## config.mk

```make
export PLATFORM = sky130hd
export DESIGN_NAME = bp_fe_ras
export DESIGN_NICKNAME = d
export VERILOG_FILES = /design/src/rtl/bp_fe_ras_pkg.sv /design/src/rtl/bp_fe_ras_mem.sv /design/src/rtl/bp_fe_ras.sv
export SDC_FILE = /design/constraint.sdc
export NUM_CORES = 1
export LEC_CHECK = 0
export BUFFER_PORTS_ARGS = -buffer_cell sky130_fd_sc_hd__buf_2
export CORE_MARGIN = 2
export CORE_UTILIZATION = 54
export DETAILED_ROUTE_END_ITERATION = 10
export GPL_ROUTABILITY_DRIVEN = 0
export PLACE_DENSITY = 0.86
export SLEW_MARGIN = 20
export SYNTH_ARGS = -nofsm -noshare
export SYNTH_HDL_FRONTEND = slang
export SYNTH_SLANG_ARGS = --single-unit
```

## constraint.sdc

```tcl
create_clock -name clk_i -period 3.6 [get_ports clk_i]
set_input_delay 0.72 -clock clk_i [delete_from_list [all_inputs] [get_ports clk_i]]
set_output_delay 0.72 -clock clk_i [all_outputs]
set_load 0.01 [all_outputs]
```

## src/rtl/bp_fe_ras_pkg.sv

```systemverilog
// Shared constants and link-address helper for the front-end return address stack.
package bp_fe_ras_pkg;

    localparam int ras_vaddr_width_gp = 39;
    localparam int ras_els_gp         = 8;

    // A call's return point is the next sequential instruction: +2 for RVC, +4 otherwise.
    function automatic logic [2:0] ras_link_inc(input logic compressed);
        return compressed ? 3'd2 : 3'd4;
    endfunction

endpackage

```

## src/rtl/bp_fe_ras_mem.sv

```systemverilog
// Entry storage for the return address stack: asynchronous read, synchronous write.
// Latency: read is combinational, a write lands at the next rising edge.
// Backpressure: none; a write is accepted on any cycle w_v is high.
module bp_fe_ras_mem #(
    parameter int els_p   = 8,
    parameter int width_p = 39,
    localparam int addr_width_lp = $clog2(els_p)
) (
    input  logic                     clk_i,
    input  logic                     w_v,
    input  logic [addr_width_lp-1:0] w_addr,
    input  logic [width_p-1:0]       w_data,
    input  logic [addr_width_lp-1:0] r_addr,
    output logic [width_p-1:0]       r_data
);

    logic [width_p-1:0] mem [els_p];

    always_ff @(posedge clk_i) begin
        if (w_v) begin
            mem[w_addr] <= w_data;
        end
    end

    assign r_data = mem[r_addr];

endmodule

```

## src/rtl/bp_fe_ras.sv

```systemverilog
// Return address stack: pushes link addresses on calls, predicts targets on returns, checkpoint/restore of pointers.
// Latency: push/pop/restore visible on outputs one cycle after the edge that applies them; no bypass.
// Backpressure: none; every scan and restore is consumed in the cycle it is presented.
module bp_fe_ras
    import bp_fe_ras_pkg::*;
#(
    parameter int vaddr_width_p = ras_vaddr_width_gp,
    parameter int ras_els_p     = ras_els_gp,
    localparam int ptr_width_lp  = $clog2(ras_els_p),
    localparam int cnt_width_lp  = $clog2(ras_els_p + 1),
    localparam int ckpt_width_lp = cnt_width_lp + ptr_width_lp
) (
    input  logic                     clk_i,
    input  logic                     reset_i,
    input  logic                     scan_v_i,
    input  logic                     call_i,
    input  logic                     ret_i,
    input  logic                     compressed_i,
    input  logic [vaddr_width_p-1:0] pc_i,
    output logic                     ret_v_o,
    output logic [vaddr_width_p-1:0] ret_addr_o,
    output logic [ckpt_width_lp-1:0] ckpt_o,
    input  logic                     restore_v_i,
    input  logic [ckpt_width_lp-1:0] restore_ckpt_i
);

    typedef struct packed {
        logic [cnt_width_lp-1:0] cnt;
        logic [ptr_width_lp-1:0] tos;
    } ckpt_s;

    localparam logic [cnt_width_lp-1:0] full_cnt = cnt_width_lp'(ras_els_p);
    localparam logic [ptr_width_lp-1:0] tos_rst  = ptr_width_lp'(ras_els_p - 1);

    logic [ptr_width_lp-1:0]  tos_r, tos_n;
    logic [cnt_width_lp-1:0]  cnt_r, cnt_n;
    logic                     empty;
    logic                     push, pop, swap;
    logic                     w_v;
    logic [ptr_width_lp-1:0]  w_addr;
    logic [vaddr_width_p-1:0] link;
    ckpt_s                    rst_ckpt;

    assign empty    = (cnt_r == '0);
    assign link     = pc_i + vaddr_width_p'(ras_link_inc(compressed_i));
    assign rst_ckpt = restore_ckpt_i;

    // A call+ret on an empty stack has nothing to pop, so it degrades to a plain push.
    assign push = scan_v_i & call_i & (~ret_i | empty);
    assign swap = scan_v_i & call_i & ret_i & ~empty;
    assign pop  = scan_v_i & ret_i & ~call_i & ~empty;

    always_comb begin
        tos_n  = tos_r;
        cnt_n  = cnt_r;
        w_v    = 1'b0;
        w_addr = tos_r;
        if (restore_v_i) begin
            tos_n = rst_ckpt.tos;
            cnt_n = rst_ckpt.cnt;
        end else if (push) begin
            w_v    = 1'b1;
            w_addr = tos_r + 1'b1;
            tos_n  = tos_r + 1'b1;
            cnt_n  = (cnt_r == full_cnt) ? cnt_r : cnt_r + 1'b1;
        end else if (swap) begin
            w_v = 1'b1;
        end else if (pop) begin
            tos_n = tos_r - 1'b1;
            cnt_n = cnt_r - 1'b1;
        end
    end

    always_ff @(posedge clk_i) begin
        if (reset_i) begin
            tos_r <= tos_rst;
            cnt_r <= '0;
        end else begin
            tos_r <= tos_n;
            cnt_r <= cnt_n;
        end
    end

    bp_fe_ras_mem #(
        .els_p   (ras_els_p),
        .width_p (vaddr_width_p)
    ) entries (
        .clk_i  (clk_i),
        .w_v    (w_v & ~reset_i),
        .w_addr (w_addr),
        .w_data (link),
        .r_addr (tos_r),
        .r_data (ret_addr_o)
    );

    assign ret_v_o = ~empty;
    assign ckpt_o  = ckpt_s'{cnt: cnt_r, tos: tos_r};

endmodule

```

# --- After elaboration in Yosys (flattened, before gate mapping) ---
# Memories as Yosys holds them, arrays and structs flattened. A register that Yosys moved wholly into a read port is not among the register bits.
# Cells that the tools add are included.
word_totals:
  memories: 1
  out_inout_bits: 47
  word_cells: 47
  regBits: 7
  mem_bits_rw: 312
memory_table:
  columns: ["memory", "depth", "word_bits", "rd", "rd_ports_with_merged_regs", "write_ports", "line_no", "source"]
  rows:
  - ["entries.mem", 8, 39, 1, 1, 1, "bp_fe_ras_mem.sv:17", "logic [width_p-1:0] mem [els_p];"]
classes:
  eq_ne: 3
  n_bitwise: 13
  add_sub_neg: 5
  n_mux: 19
  n_reduce_logical: 4
op_table:
  columns: ["op", "count"]
  rows:
  - ["$add A39 B3 Y39", 1]
  - ["$mux W3", 9]
  - ["$mux W4", 5]
  - ["$and A1 B1 Y1", 8]
  - ["$ne A3 B3 Y1 const B", 2]
  - ["$mux W1", 5]
  - ["$add A4 B1 Y4 const B", 1]
  - ["$eq A4 B4 Y1 const B", 1]
  - ["$logic_not A4 Y1", 1]
  - ["$not A1 Y1", 4]
  - ["$sub A4 B1 Y4 const B", 1]
  - ["$add A3 B1 Y3 const B", 1]
  - ["$reduce_and A3 Y1", 1]
  - ["$reduce_bool A3 Y1", 1]
  - ["$sub A3 B1 Y3 const B", 1]
  - ["$reduce_and A2 Y1", 1]
  - ["$or A1 B1 Y1", 1]

# --- Longest topological paths before layout ---
# Gate-level depths: netlist of the first run.
logic_depth:
  word_depth: 9
  ltp_mapped: 10
  mapped_depth_nobuf: 9

# --- By module ---
# A second synthesis of the first run with hierarchy kept.
hier_totals:
  hier_cells: 668
  area_unflattened_um2: 13379.1
by_module_without_submodules:
  columns: ["mod", "instances", "area_per_inst_um2", "cells_each"]
  rows:
  - ["bp_fe_ras_mem", 1, 11848.9, 464]
  - ["bp_fe_ras", 1, 1530.2, 204]

# --- Worst setup path after synthesis of the first run ---
# OpenSTA, ideal clock, no wires.
synth_timing:
  path_type: "input to register"
  from: "in call_i"
  to: "mem entries.mem[0][0] (enable)"
  cell_stages: 4
  arrival_ns: 3.305
  path_buffers: 1
  required_ns: 3.165
  path_slack_ns: -0.140
  setup_ns: 0.435
  path_cell_list: "buf_4 nand2_1 or4_1 nor2_1"
synth_via:
  elab_chain_len: 9
  word_cells_on_any_way: 12
  classes_between: "mux (7); bitwise (5)"
synth_lines:
  columns: ["item", "line_no", "source"]
  rows:
  - ["start, declared", "bp_fe_ras.sv:16", "input logic call_i,"]
  - ["$and A1 B1 Y1 (*)", "bp_fe_ras.sv:49, bp_fe_ras.sv:50", null]
  - ["$and A1 B1 Y1 (2 in series)", "bp_fe_ras.sv:50", "assign swap = scan_v_i & call_i & ret_i & ~empty;"]
  - ["$mux W1", "bp_fe_ras.sv:66", "end else if (swap) begin"]
  - ["$mux W1", "bp_fe_ras.sv:61", "end else if (push) begin"]
  - ["$mux W1", "bp_fe_ras.sv:58", "if (restore_v_i) begin"]
  - ["$and A1 B1 Y1", "bp_fe_ras.sv:89", ".w_v (w_v & ~reset_i),"]
  - ["$mux W1", "bp_fe_ras_mem.sv:20", "if (w_v) begin"]
  - ["$mux W1 (not written as such)", "bp_fe_ras_mem.sv:21", "mem[w_addr] <= w_data;"]
  - ["end, declared", "bp_fe_ras_mem.sv:17", null]
# Every way passes the cells marked *; elsewhere a longest branch is shown, timed or not.

==> results.tsv, run 1 <==
metric	value	unit
status	finished, final reports clean	
cp_data_required_time	2880	ps
whs_path_depth	2	
routedWlPerCell	24.1	um
endpoint_kind	output pin	
layout_setup_ws	491	ps
worstPathArrival	2390	ps
ctsResizeCount	0	
clk_path_buf_depth	3	
start_util	54.8	%
io_pins	100	
layout_commonest_cell	edfxtp_1	
grt_max_degree	55	
p_sw_share	21.6	%
grt_usage	21.8	%
rr_worst_depth	5	
worst_pin_slew	715	ps
worstHoldEndpoint	tos_r[0]	
final_util	63.4	%
cts_tree	yes	
ys_ff_latch	322	
coreArea	0.0242	mm^2
startpoint_type	flip-flop	
async_flop_share	0	%
rsz0062_at_grt	false	
ys_types	52	
finalWirelength	27400	um
dpl-instance-area	0.0143	mm^2
synth.net_count	727	
clk_pin_slew_worst_paths	60	ps
yosys_warnings	0	
grt_pass1_vias	7216	
layout_common_cells	edfxtp_1, buf_2, mux4_2	
dr.pass1.iters	5	
diodes	0	
intPower	6.30	mW
path_class	flip-flop to output pin	
numPortBuffers	99	
clkPwrFrac	38.8	%
via_per_inst	6.13	
cts_buffers	31	
die_y	161	um
grt_pass1_wl	42200	um
slew_headroom	52.0	%
synth_seq_area_share	72.3	%
pwr-share-seq	52.3	%
fillCellCount	1570	
power_leakage	5.14	nW
drt_iter0_markers	515	
syn_to_final_growth	15.8	%
num_rows	57	
combPwrFrac	8.8	%
nets	846	
hold_class	input port to flip-flop	
vias	6943	
multiInputGateArea	0.00356	mm^2
p_switching	1.73	mW
holdBufCountCts	0	
r2r-end	entries.mem[3][0]	
numClockSinks	322	
period_needed	3110	ps
clock_latency	560	ps
finalCritPeriodShare	86.4	%
overflow	0	
regArea	0.00958	mm^2
syn-cell-area	0.0132	mm^2
crit_fanout	24	
setup_violations	0	
hpwl	15900	um
die_w	161	um
powerDensity	524	mW/mm^2
grt_antenna_before_repair	4	
dieArea	0.0258	mm^2
layout-drive-gt1-share	37.7	%
maxCapViolations	0	
avgSynthCellArea	19.9	um^2
drv_slew	0	
fmax	322	MHz
final_area	0.0153	mm^2
htreeDepth	1	
peakVddDrop	397	uV
reg2reg_from	cnt_r[0]	
finalSetupTns	0	ps
finClkSkew	12.2	ps
post_cts_buffers	0	
drc_errors	0	
hold_viol_final	0	
holdWs	422	ps
worst-r2r-setup-slack	550	ps
dp_slack	229	ps
hp-start	restore_ckpt_i[0]	
postRouteAntennaNets	0	
clockRootBuffer	clkbuf_16	
syn_inst	666	
ys.flop_type	edfxtp_1	
synth_edf_count	312	
-- metal layers --
| layer | routed length (um) | up-vias | track usage (%) |
|---|---|---|---|
| met1 | 10300 | 3556 | 29.6 |
| met3 | 2410 | 61 | 4.08 |
| li1 | - | 2956 | - |
| met4 | 698 | 8 | 6.39 |
| met5 | 44 | - | 0 |
| met2 | 13900 | 362 | 36.6 |
-- worst max-delay path by stage --
| stage | start | slack (ps) | to |
|---|---|---|---|
| 2_1_floorplan | call_i | -140 | entries.mem[0][0] |
| 3_3_place_gp | compressed_i | 370 | entries.mem[6][35] |
| 3_5_place_dp | compressed_i | 230 | entries.mem[4][33] |
| 4_1_cts | flip-flop | 460 | ret_addr_o[15] |
| 5_1_grt | flip-flop | 380 | ret_addr_o[15] |
| 6_report | flip-flop | 490 | ret_addr_o[15] |
-- area by class of cell --
| type | count | area share [%] |
|---|---|---|
| timing repair buffer | 116 | 4.88 |
| inverter | 13 | 0.318 |
| sequential | 322 | 62.5 |
| tap | 324 | 2.64 |
| clock buffer | 43 | 5.88 |
| clock inverter | 14 | 0.628 |
| multi-input combinational | 301 | 23.2 |
-- per-stage QoR --
step / std cells / power [mW]
after floorplan: 666 / 4.74
after global placement: 1076 / 4.97
after detailed placement: 1076 / 4.99
after CTS: 1133 / 8.07
after global routing: 1133 / 8.26
final: 1133 / 8.03
-- synthesized netlist by cell type, drive strengths merged (2+ instances only) --
cell type,number,area share [%]
a211oi,2,0.11
a21o,2,0.12
a21oi,4,0.15
a31oi,3,0.14
a32oi,3,0.20
and3,4,0.20
and4,2,0.13
buf,11,0.43
clkbuf,19,0.54
dfxtp,10,1.5
edfxtp,312,71
fa,2,0.30
ha,6,0.57
inv,13,0.37
mux2,39,3.3
mux4,78,13
nand2,21,0.60
nand3,12,0.45
nand4,9,0.52
nor2,29,0.96
nor3,10,0.50
nor4,5,0.24
o21ai,6,0.23
o32a,2,0.15
or2,3,0.14
xnor2,22,1.5
xor2,21,1.4
-- critical path, cell delays in order, from the launching register on --
cell     delay (ps)
dfxtp_4         370
buf_4           430
mux4_2          580
mux2_2          300
buf_2           160
-- power by group through the flow --
stage	clock network, mW	registers, mW	logic, mW
global placement	0	4.28	0.694
finish	3.12	4.20	0.708
detailed placement	0	4.28	0.709
CTS	3.16	4.20	0.716
floorplan	0	4.26	0.484
global route	3.29	4.21	0.767
-- state kept, by name, summed over array words and instances, names as in the netlist, named ones only --
register,count
cnt_r,4
entries.mem,312
tos_r,3
-- cell families after synthesis --
group,count (synthesis),synth area share [%]
AND/OR/NAND/NOR,100,4.00
buffers and inverters,43,1.34
AO/OA/AOI/OAI,32,2.03
flip-flops,322,72.3
multiplexers,118,16.7
adder cells (fa/ha/maj),8,0.869
XOR/XNOR,43,2.84
(Power assumes the default switching activity.)
==> run 2, diff against run 1 <==
--- a/config.mk
+++ b/config.mk
@@ -7,10 +7,11 @@
 export LEC_CHECK = 0
 export BUFFER_PORTS_ARGS = -buffer_cell sky130_fd_sc_hd__buf_2
 export CORE_MARGIN = 2
-export CORE_UTILIZATION = 54
+export CORE_UTILIZATION = 60
 export DETAILED_ROUTE_END_ITERATION = 10
 export GPL_ROUTABILITY_DRIVEN = 0
-export PLACE_DENSITY = 0.86
+export GPL_TIMING_DRIVEN = 0
+export PLACE_DENSITY = 0.9
 export SLEW_MARGIN = 20
 export SYNTH_ARGS = -nofsm -noshare
 export SYNTH_HDL_FRONTEND = slang
==> constraint.sdc (replaced) <==
create_clock -name clk_i -period 3.2 [get_ports clk_i]
set_input_delay 0.64 -clock clk_i [delete_from_list [all_inputs] [get_ports clk_i]]
set_output_delay 0.64 -clock clk_i [all_outputs]
set_load 0.01 [all_outputs]
==> results.tsv, run 2 (synthesis gave the netlist of run 1 again) <==
metric	value	unit	change
dr.pass1.iters	5		unchanged
maxCapViolations	0		unchanged
path_class	flip-flop to output pin		
grt_usage	25.3	%	+3.4 points
syn_to_final_growth	17.2	%	
die_w	153	um	-5.0%
layout_common_cells	edfxtp_1, buf_2, mux4_2		
endpoint_kind	output pin		
via_per_inst	6.36		+3.7%
grt_max_degree	21		-62%
layout_commonest_cell	edfxtp_1		
finalWirelength	29200	um	+6.7%
die_y	153	um	-5.0%
hold_viol_final	0		unchanged
htreeDepth	1		unchanged
vias	7075		+1.9%
numPortBuffers	97		-2.0%
cts_tree	yes		
routedWlPerCell	26.2	um	+8.6%
final_util	71.3	%	+7.9 points
io_pins	100		unchanged
finalCritPeriodShare	98.7	%	
reg2reg_from	cnt_r[0]		
dpl-instance-area	0.0145	mm^2	+1.1%
cp_data_required_time	2560	ps	-320 ps
dp.cells	1057		-1.8%
final_area	0.0155	mm^2	+1.2%
diodes	0		unchanged
worstPathArrival	2520	ps	+130 ps
clk_pin_slew_worst_paths	60	ps	about the same
nets	871		+3.0%
layout-drive-gt1-share	37.9	%	+0.23 points
setup_violations	0		unchanged
post_cts_buffers	0		unchanged
clk_path_buf_depth	3		unchanged
peakVddDrop	439	uV	+11%
clock_latency	560	ps	about the same
start_util	60.9	%	+6.1 points
overflow	0		unchanged
status	finished, final reports clean		
grt_pass1_vias	7415		+2.8%
largest_register_ffs	312		unchanged
hpwl	17700	um	+11%
regMostFlops	entries.mem		
worst_pin_slew	783	ps	+68.2 ps
slew_headroom	47.7	%	-4.3 points
dieArea	0.0233	mm^2	-9.8%
fin_cells	1113		-1.8%
crit_fanout	10		-58%
top_regs	entries.mem (312), cnt_r (4), tos_r (3)		
hold_class	input port to flip-flop		
drv_slew	0		unchanged
cts_buffers	31		unchanged
powerDensity	581	mW/mm^2	+11%
coreArea	0.0218	mm^2	-10%
drt_iter0_markers	710		+38%
total_power	9.02	mW	+12%
power_leakage	5.24	nW	+1.9%
numClockSinks	322		unchanged
period_needed	3160	ps	
grt_antenna_before_repair	0		-4
startpoint_type	flip-flop		
dp_slack	-243	ps	-472 ps
fmax	317	MHz	
num_rows	54		-5.3%
drc_errors	0		unchanged
postRouteAntennaNets	0		unchanged
layout_setup_ws	42.4	ps	-448 ps
clockRootBuffer	clkbuf_16		
finClkSkew	23.9	ps	+11.6 ps
fillCellCount	1253		-20%
hp-start	restore_ckpt_i[3]		
grt_pass1_wl	44200	um	+4.8%
[run 2: cell count changes in the layout (fill, tap and decap cells not counted), moves of 2 or more]
cell	before	now
clkbuf_4	0	7
buf_12	10	2
clkbuf_2	0	6
dfxtp_1	7	10
clkinv_2	6	8
dfxtp_4	2	0
buf_16	0	11
clkinvlp_4	0	2
clkinv_1	5	8
clkbuf_8	8	1
buf_4	7	1
buf_8	0	4
clkbuf_1	4	11
[run 2: cell type report]
class	count	area, um^2	share of cell area [%]
clock inverter	22	165	1.06
multi-input combinational	302	3560	23.0
tap	280	350	2.26
inverter	13	48.8	0.314
buffer	29	194	1.25
sequential	322	9570	61.7
timing repair buffer	111	843	5.43
clock buffer	34	787	5.07
[run 2: routing by layer]
layer	routed length [um]	global-route usage [%]	up-vias	share of wire, %
met5	0	0	-	0
met4	738	8.02	0	2.5
met3	2750	5.75	56	9.4
met2	15200	42.8	395	52
met1	10500	33.0	3618	36
li1	-	-	3006	-
[run 2: report_power, final]
part	internal (mW)	total (mW)	switching [mW]
Combinational	0.395	0.870	0.475
Sequential	4.67	4.70	0.0298
Clock	1.93	3.45	1.52
[run 2: what timing repair did]
| action | 4_1_cts | 5_1_grt |
|---|---|---|
| cloned | 0 | 1 |
| endpoints found under the hold margin | 0 | 0 |
| gates resized for setup | 21 | 7 |
| hold buffers | 0 | 0 |
| pin swaps | 0 | 2 |
| endpoints found under the setup margin | 39 | 56 |
[run 2: path summary, 6_finish.rpt]
check	depth (start not counted)	endpoint	slack (ps)
hold reg to reg	2	cnt_r[3]	660
hold / removal	3	cnt_r[0]	350
setup reg to reg	5	entries.mem[5][29]	190
setup / recovery	4	ret_addr_o[30]	40
[run 2: critical path, stage by stage, from the launching register on]
cell,delay [ps]
dfxtp_1,420
clkbuf_2,370
clkbuf_1,570
mux2_2,440
buf_2,150
[run 2: metrics by stage]
stage               hold WS [ps]  TNS, ps
finish                       347        0
global route                 350    -42.7
CTS                          336        0
detailed placement           643    -7650
global placement             621  -483160
floorplan                    622   -98440
==> run 3, diff against run 2 <==
--- a/config.mk
+++ b/config.mk
@@ -5,13 +5,14 @@
 export SDC_FILE = /design/constraint.sdc
 export NUM_CORES = 1
 export LEC_CHECK = 0
+export ABC_AREA = 1
 export BUFFER_PORTS_ARGS = -buffer_cell sky130_fd_sc_hd__buf_2
 export CORE_MARGIN = 2
 export CORE_UTILIZATION = 60
 export DETAILED_ROUTE_END_ITERATION = 10
 export GPL_ROUTABILITY_DRIVEN = 0
 export GPL_TIMING_DRIVEN = 0
-export PLACE_DENSITY = 0.9
+export PLACE_DENSITY_LB_ADDON = 0.3
 export SLEW_MARGIN = 20
 export SYNTH_ARGS = -nofsm -noshare
 export SYNTH_HDL_FRONTEND = slang
==> results.tsv, run 3 <==
metric	value	unit	change
p_sw_share	25.4	%	+3.0 points
synth.net_count	1264		+74%
avgSynthCellArea	11.6	um^2	-42%
yosys_warnings	0		unchanged
grt_antenna_before_repair	0		unchanged
dpl-instance-area	0.0150	mm^2	+3.8%
synth.most_common_cell	edfxtp_1		
htreeDepth	1		unchanged
clkPwrFrac	36.4	%	-1.8 points
critPathSlowestCell	dfxtp_2		
grt_max_degree	24		+14%
holdBufCountCts	0		unchanged
cp_data_required_time	2560	ps	about the same
clock_latency	560	ps	about the same
combPwrFrac	13.6	%	+4.0 points
hpwl	23700	um	+34%
drv_slew	0		unchanged
drt_iter0_markers	1262		+78%
io_pins	100		unchanged
ys_ff_latch	322		unchanged
synth_compound_area_share	8.42	%	+6.4 points
grt_pass1_wl	54200	um	+23%
routedWlPerCell	21.8	um	-17%
regMostFlops	entries.mem		
die_w	156	um	+2.5%
finalCritPeriodShare	97.1	%	-1.5 points
rsz0062_at_grt	false		
worst_pin_slew	818	ps	+34.4 ps
synthAdderAreaFrac	0.827	%	-0.042 points
path_buf_inv	4		+1
period_needed	3110	ps	-49.2 ps
postRouteAntennaNets	0		unchanged
drc_errors	0		unchanged
fillCellCount	1564		+25%
p_switching	2.39	mW	+18%
numPortBuffers	99		+2.1%
layout-drive-gt1-share	16.2	%	-22 points
synth_top_cell_area_share	67.3	%	-3.4 points
slew_headroom	45.4	%	-2.4 points
maxCapViolations	0		unchanged
yosys-top-cells-area	edfxtp_1, nor2_1, nand2_1, o32ai_1, o21ai_0		
largest_register_ffs	312		unchanged
worstPathArrival	2470	ps	-50 ps
hold_class	input port to flip-flop		
layout_common_cells	edfxtp_1, nor2_1, nand2_1		
layout_commonest_cell	edfxtp_1		
diodes	0		unchanged
endpoint_kind	output pin		
worstPathCellList	buf_4 -> buf_6 -> buf_6 -> nor2_1 -> o32ai_1 -> nand2_1 -> nand2_1 -> buf_2		
synth_edf_count	312		unchanged
synth_mux_area_share	0	%	-17 points
numClockSinks	322		unchanged
setup_violations	0		unchanged
start_util	61.3	%	+0.42 points
clk_path_buf_depth	3		unchanged
coreArea	0.0227	mm^2	+4.4%
cpLargestDelayFamily	buffers and inverters		
pwr-share-seq	50.0	%	-2.1 points
path_class	flip-flop to output pin		
vias	10200		+44%
crit_fanout	10		unchanged
num_rows	55		+1.9%
die_y	156	um	+2.5%
grt_pass1_vias	9879		+33%
clk_pin_slew_worst_paths	60	ps	about the same
finalSetupTns	0	ps	unchanged
cts_tree	yes		
yosysTopAreaCell	edfxtp_1		
synth_seq_area_share	68.8	%	-3.5 points
dp_slack	10.9	ps	+254 ps
via_per_inst	6.15		-3.2%
intPower	7.02	mW	+0.28%
syn-cell-area	0.0139	mm^2	+5.1%
synth_xor_area_share	2.32	%	-0.52 points
status	finished, final reports clean		
power_leakage	5.77	nW	+10%
overflow	0		unchanged
startpoint_type	flip-flop		
finClkSkew	14.9	ps	-8.99 ps
synth_common_cells	edfxtp_1, nor2_1, nand2_1		
top_regs	entries.mem (312), cnt_r (4), tos_r (3)		
ys_types	32		-38%
layout_setup_ws	91.7	ps	+49.2 ps
dp.cells	1596		+51%
final_area	0.0160	mm^2	+3.2%
syn_inst	1203		+81%
syn_to_final_growth	15.0	%	
slowest_delay	420	ps	-150 ps
fin_cells	1653		+49%
hold_viol_final	0		unchanged
nets	1405		+61%
synth_top_family_by_area	simple AND/OR/NAND/NOR gates		
cts_buffers	31		unchanged
async_flop_share	0	%	unchanged
powerDensity	588	mW/mm^2	+1.1%
ys.flop_type	edfxtp_1		
peakVddDrop	494	uV	+12%
dr.pass1.iters	5		unchanged
finalWirelength	36000	um	+23%
dieArea	0.0244	mm^2	+5.0%
synthSimpleGateAreaFrac	16.4	%	+12 points
grt_usage	29.5	%	+4.2 points
fmax	322	MHz	+1.6%
clockRootBuffer	clkbuf_16		
holdWs	287	ps	-60.5 ps
==> run 3: what timing repair did <==
item                                    4_1_cts  5_1_grt
endpoints found under the setup margin       31       12
pin swaps                                     0        0
gates resized for setup                       1        5
gates cloned                                  0        0
endpoints found under the hold margin         0        0
buffers inserted                              0        0
==> run 3: metrics by stage <==
| step | power (mW) | utilization [%] |
|---|---|---|
| floorplan | 5.55 | - |
| global placement | 6.00 | 65.1 |
| detailed placement | 6.05 | 66.3 |
| CTS | 9.41 | 70.5 |
| global route | 9.71 | 70.5 |
| finish | 9.41 | 70.5 |
==> run 3: path summary, 6_finish.rpt <==
check / from / slack, ps / endpoint / depth (start not counted)
setup reg to reg: cnt_r[0] / 590 / entries.mem[4][28] / 9
setup / recovery: flip-flop / 90 / ret_addr_o[20] / 8
hold / removal: reset_i / 290 / cnt_r[3] / 2
hold reg to reg: cnt_r[2] / 510 / cnt_r[2] / 2
==> run 3: metal layers <==
metal	GRT usage, %	vias up	wire length, um
li1	-	4546	-
met3	4.93	83	4090
met4	9.96	0	908
met5	0	-	0
met1	40.2	4911	13800
met2	48.8	630	17200
==> run 3: power groups by stage <==
stage               sequential [mW]  combinational, mW  clock, mW
floorplan                      4.79              0.758          0
global placement               4.80               1.20          0
detailed placement             4.80               1.26          0
CTS                            4.71               1.27       3.44
global route                   4.71               1.39       3.61
finish                         4.71               1.28       3.42
==> run 3: final cells by class <==
| type | instances | area (um^2) | share of cell area, % |
|---|---|---|---|
| inverter | 38 | 143 | 0.891 |
| multi-input combinational | 783 | 3950 | 24.7 |
| timing repair buffer | 108 | 713 | 4.45 |
| clock buffer | 43 | 892 | 5.57 |
| tap | 285 | 357 | 2.23 |
| sequential | 322 | 9570 | 59.8 |
| buffer | 60 | 324 | 2.02 |
| clock inverter | 14 | 63.8 | 0.399 |
==> run 3: cells by family after synthesis <==
| kind of cell | after synthesis |
|---|---|
| AND/OR/NAND/NOR | 566 |
| flip-flops | 322 |
| AO/OA/AOI/OAI | 173 |
| adder cells (fa/ha/maj) | 8 |
| XOR/XNOR | 36 |
| buffers and inverters | 98 |
==> run 3: worst reg2reg max path, stage by stage, from the launching register on <==
cell	delay [ps]
dfxtp_1	460
nor2_2	90
nand2_2	90
nand2_2	70
nand2_1	100
inv_2	70
nand2_1	70
nand3_1	300
nor2_4	760
buf_12	280
